<file path="src/rtl/fpu_lzd_pipe.sv">
// Pipelined leading-zero detector for the FMADD normalisation path, with valid/ready and a sideband tag.
// Define FPU_LZD_NORM_EN to also carry the mantissa and produce the pre-normalised out_norm.
module fpu_lzd_pipe #(
  parameter int  WIDTH     = 24,
  parameter int  REG_EVERY = 2,
  parameter int  TAG_W     = 4,
  localparam int LAYERS    = $clog2(WIDTH),
  localparam int CNT_W     = $clog2(WIDTH + 1)
) (
  input  logic             clk,
  input  logic             rst_l,
  input  logic             in_valid,
  output logic             in_ready,
  input  logic [WIDTH-1:0] in_data,
  input  logic [TAG_W-1:0] in_tag,
  output logic             out_valid,
  input  logic             out_ready,
  output logic [CNT_W-1:0] out_cnt,
  output logic             out_zero,
  output logic [WIDTH-1:0] out_norm,
  output logic [TAG_W-1:0] out_tag
);

  localparam int PAD_W = 1 << LAYERS;

  logic             stall;
  logic             in_zero;
  logic [PAD_W-1:0] pad;

  assign stall    = out_valid & ~out_ready;
  assign in_ready = ~stall;
  assign in_zero  = (in_data == '0);

  // Ones below the LSB never win the count for a non-zero word.
  always_comb begin
    pad = '1;
    pad[PAD_W-1 -: WIDTH] = in_data;
  end

  for (genvar k = 0; k < LAYERS; k++) begin : g_layer
    localparam int NODES  = PAD_W >> (k + 1);
    localparam int PW     = k + 1;
    localparam bit IS_REG = (((k + 1) % REG_EVERY) == 0) && (k != LAYERS - 1);

    logic [NODES-1:0]    c_val, o_val;
    logic [NODES*PW-1:0] c_pos, o_pos;
    logic                i_valid, i_zero, o_valid, o_zero;
    logic [TAG_W-1:0]    i_tag, o_tag;
`ifdef FPU_LZD_NORM_EN
    logic [WIDTH-1:0]    i_data, o_data;
`endif

    if (k == 0) begin : g_leaf
      for (genvar j = 0; j < NODES; j++) begin : g_node
        assign c_val[j] = pad[2*j+1] | pad[2*j];
        assign c_pos[j] = ~pad[2*j+1];
      end
      assign i_valid = in_valid;
      assign i_zero  = in_zero;
      assign i_tag   = in_tag;
`ifdef FPU_LZD_NORM_EN
      assign i_data  = in_data;
`endif
    end else begin : g_merge
      for (genvar j = 0; j < NODES; j++) begin : g_node
        logic          vh, vl;
        logic [PW-2:0] ph, pl;
        assign vh = g_layer[k-1].o_val[2*j+1];
        assign vl = g_layer[k-1].o_val[2*j];
        assign ph = g_layer[k-1].o_pos[(2*j+1)*(PW-1) +: PW-1];
        assign pl = g_layer[k-1].o_pos[(2*j)*(PW-1) +: PW-1];
        assign c_val[j]          = vh | vl;
        assign c_pos[j*PW +: PW] = vh ? {1'b0, ph} : {1'b1, pl};
      end
      assign i_valid = g_layer[k-1].o_valid;
      assign i_zero  = g_layer[k-1].o_zero;
      assign i_tag   = g_layer[k-1].o_tag;
`ifdef FPU_LZD_NORM_EN
      assign i_data  = g_layer[k-1].o_data;
`endif
    end

    if (IS_REG) begin : g_reg
      always_ff @(posedge clk or negedge rst_l) begin
        if (!rst_l) begin
          o_valid <= 1'b0;
          o_val   <= '0;
          o_pos   <= '0;
          o_zero  <= 1'b0;
          o_tag   <= '0;
`ifdef FPU_LZD_NORM_EN
          o_data  <= '0;
`endif
        end else if (!stall) begin
          o_valid <= i_valid;
          if (i_valid) begin
            o_val  <= c_val;
            o_pos  <= c_pos;
            o_zero <= i_zero;
            o_tag  <= i_tag;
`ifdef FPU_LZD_NORM_EN
            o_data <= i_data;
`endif
          end
        end
      end
    end else begin : g_wire
      assign o_valid = i_valid;
      assign o_val   = c_val;
      assign o_pos   = c_pos;
      assign o_zero  = i_zero;
      assign o_tag   = i_tag;
`ifdef FPU_LZD_NORM_EN
      assign o_data  = i_data;
`endif
    end
  end

  logic              root_val;
  logic [LAYERS-1:0] root_pos;
  logic              f_valid, f_zero;
  logic [TAG_W-1:0]  f_tag;

  // A clear root val can only come from an all-zero word, so it folds into the zero flag.
  assign root_val = g_layer[LAYERS-1].o_val[0];
  assign root_pos = g_layer[LAYERS-1].o_pos;
  assign f_valid  = g_layer[LAYERS-1].o_valid;
  assign f_zero   = g_layer[LAYERS-1].o_zero | ~root_val;
  assign f_tag    = g_layer[LAYERS-1].o_tag;

`ifdef FPU_LZD_NORM_EN
  logic [WIDTH-1:0] f_data;
  assign f_data = g_layer[LAYERS-1].o_data;
`else
  assign out_norm = '0;
`endif

  always_ff @(posedge clk or negedge rst_l) begin
    if (!rst_l) begin
      out_valid <= 1'b0;
      out_cnt   <= '0;
      out_zero  <= 1'b0;
      out_tag   <= '0;
`ifdef FPU_LZD_NORM_EN
      out_norm  <= '0;
`endif
    end else if (!stall) begin
      out_valid <= f_valid;
      if (f_valid) begin
        out_cnt  <= f_zero ? CNT_W'(WIDTH) : CNT_W'(root_pos);
        out_zero <= f_zero;
        out_tag  <= f_tag;
`ifdef FPU_LZD_NORM_EN
        out_norm <= f_zero ? '0 : (f_data << root_pos);
`endif
      end
    end
  end

endmodule

</file>
<file path="config.mk">
export PLATFORM = sky130hd
export DESIGN_NAME = fpu_lzd_pipe
export DESIGN_NICKNAME = d
export VERILOG_FILES = /design/src/rtl/fpu_lzd_pipe.sv
export SDC_FILE = /design/constraint.sdc
export NUM_CORES = 1
export LEC_CHECK = 0
export CAP_MARGIN = 20
export CORE_MARGIN = 5
export CORE_UTILIZATION = 43
export DETAILED_ROUTE_END_ITERATION = 12
export PLACE_DENSITY = 0.77
export SYNTH_ARGS = -nofsm -noshare
export SYNTH_HDL_FRONTEND = slang
export SYNTH_SLANG_ARGS = --single-unit
</file>
<file path="constraint.sdc">
create_clock -name clk -period 1.5 [get_ports clk]
set_clock_uncertainty 0.15 [all_clocks]
set_input_delay 0.3 -clock clk [delete_from_list [all_inputs] [get_ports clk]]
set_output_delay 0.3 -clock clk [all_outputs]
set_load 0.05 [all_outputs]
</file>
==> results.yml <==
layout:
  multi_input_area_um2: 1020
  syn2layout_area_growth_pct: 39.4
  nFillCells: 444
  layout_commonest_cell: "dfrtp_1"
  final_cell_mix: "dfrtp_1 (51), buf_4 (32), a21oi_1 (30), clkdlybuf4s50_1 (29)"
  ff_latch_area_um2: 1300
  drive_above_1_share: 0.333
  num_antenna_cells: 0
  final_net_count: 328
clocking:
  cts_tree: "yes"
  cts_made_buffers: 5
  clk_path_buf_depth: 2
  clkSlewWorstSetupHoldPaths_ns: 0.09
  cts.sinks: 52
  htree_levels: 2
  clk_latency_ns: 0.31
  root_buffer: "clkbuf_8"
logic_synthesis:
  ys_seq_area_frac: 0.516
  yosysTopAreaCell: "dfrtp_1"
  ys_ff_latch: 52
  postSynthCellCount: 216
  synth_cell_type_count: 30
  syn_avg_cell_area_um2: 11.7
  synth_area_leaders: "dfrtp_1 (52%), mux2_4 (10%), buf_4 (7.1%)"
  yosysWarnings: 0
  yosys.area.top_type_share: 0.516
  syn_area_um2: 2520
critical_path:
  crit_type: "reg2reg"
  cp.arrival_ns: 1.60
  startpoint_type: "register"
  cp-end-kind: "register"
  worstPathRequired_ns: 1.54
  worstPathMaxFanout: 6
routing:
  drt_pass1_iterations: 4
  drt-wirelength-per-cell_um: 14.0
  vias: 1766
  drtAntennaViolNets: 0
  drt_iter0_markers: 78
  via_per_inst: 4.79
  drt_drc_violations_left: 0
  wirelength_um: 5160
place:
  hpwlAfterDp_um: 4000
  finalWeightedCongestion: 0.804
  io_buffer_count: 43
pwr:
  power_density_nw_per_um2: 1560
  leakagePower_nw: 1.67
  max-vdd-ir-drop_mv: 0.917
  power_mw: 5.49
global_routing:
  overflow: 0
  antenna_found_initial: 0
  grt_pass1_wl_um: 8310
  grt_start_max_net_pins: 22
  grt_pass1_vias: 1762
  grtUsageTotal: 0.143
timing:
  finalSetupViolations: 17
  rsz0062_at_grt: "yes"
  hold_violations: 0
  worst_hold_slack_ns: 0.306
  setup_tns_ns: -0.806
  maxSlewViolCount: 0
  max_freq_mhz: 642
  fin_ws_ns: -0.0586
  finalCritPeriodShare: 1.04
  period_minus_slack_ns: 1.56
floorplan:
  core_area_um2: 5610
  row_count: 27
  fp.dieW_um: 86.6
  die_y_um: 86.6
  initial_core_util: 0.450
  io_pins: 68
  die-area_um2: 7500
run_status:
  violations: "setup timing"
  outcome: "complete, but fails checks"
flow_run:
  maxCapViolCount: 0
min_path:
  hold_class: "in2async"
==> cells in the mapped netlist <==
cell type  number
nand2b_1        3
o211ai_1        2
mux2i_1         3
o22a_1          1
o21a_1          1
nor4_1          6
nor3_1          1
and2_4          1
inv_1          12
o2111ai_1       1
clkbuf_1        4
o21ai_0         3
dfrtp_1        52
o2bb2ai_1       4
buf_2           2
a21oi_1        30
nor2b_1         1
a22oi_1         2
nand3_1         1
mux2_4         17
buf_6           6
buf_4          24
mux2_2         14
nor2_1          9
nand2_1         6
nand4_1         2
conb_1          1
a31oi_1         4
nand2b_4        1
and2_1          2
==> critical path, stage by stage (launching register included) <==
cell      delay, ns
dfrtp_2        0.44
nand2b_4       0.10
buf_12         0.11
and2_4         0.21
buf_12         0.14
mux2_4         0.30
==> repair_timing <==
action                     4_1_cts  5_1_grt
hold buffers                     1        0
gates cloned                     1        0
resized for setup                8        6
setup endpoints to repair       14       27
setup buffers                    5        2
hold endpoints to repair        14        0
==> path summary, 6_finish.rpt <==
kind	from	endpoint	slack, ns	cells past startpoint
max in group asynchronous	rst_l	out_valid	0.44	3
setup / recovery	out_valid	g_layer[1].o_pos[9]	-0.06	5
min in group clk	g_layer[1].o_val[1]	g_layer[1].o_val[1]	0.35	1
setup reg to reg	out_valid	g_layer[1].o_pos[9]	-0.06	5
hold / removal	rst_l	f_tag[3]	0.31	2
hold reg to reg	g_layer[1].o_val[1]	g_layer[1].o_val[1]	0.35	1
==> stage by stage <==
stage,utilization,setup WS [ns],area (um2),instances
after floorplan,-,-0.172,2630,239
after global placement,0.585,-0.310,3280,352
after detailed placement,0.585,-0.338,3280,352
after CTS,0.620,-0.0532,3480,367
after global routing,0.627,-0.0988,3520,369
final,0.627,-0.0586,3520,369
==> state kept, by name, summed over array words and instances (netlist names) <==
register and flops:
f_tag 4, f_valid 1, g_layer.o_pos 20, g_layer.o_tag 4, g_layer.o_val 9, g_layer.o_valid 1, g_layer.o_zero 2, out_cnt 5
out_tag 4, out_valid 1, out_zero 1
==> power by group <==
| part | leakage (nW) | internal (mW) | switching, mW |
|---|---|---|---|
| registers | 0.611 | 1.79 | 0.326 |
| logic | 1.01 | 1.38 | 1.21 |
| clock network | 0.0479 | 0.326 | 0.453 |
==> final cells by class <==
class                           instances  share of cell area
Inverter                               12              0.0128
Clock inverter                          3             0.00534
Clock buffer                            5              0.0196
Sequential cell                        52               0.370
Multi-Input combinational cell        139               0.291
Tap cell                               72              0.0256
Timing Repair Buffer                   86               0.275
==> logic make-up after synthesis <==
family | count (synthesis) | synth area share
compound gates | 48 | 0.111
flops | 52 | 0.516
simple gates | 33 | 0.0699
mux | 34 | 0.176
other cells | 1 | 0.00149
buf+inv | 48 | 0.126
==> routing by layer <==
| metal | track usage | vias up | share of wire |
|---|---|---|---|
| li1 | - | 862 | - |
| met1 | 0.175 | 850 | 0.42 |
| met2 | 0.243 | 49 | 0.51 |
| met3 | 0.0323 | 5 | 0.051 |
| met4 | 0.0595 | 0 | 0.015 |
| met5 | 0 | - | 0 |
(Power assumes the default switching activity.)
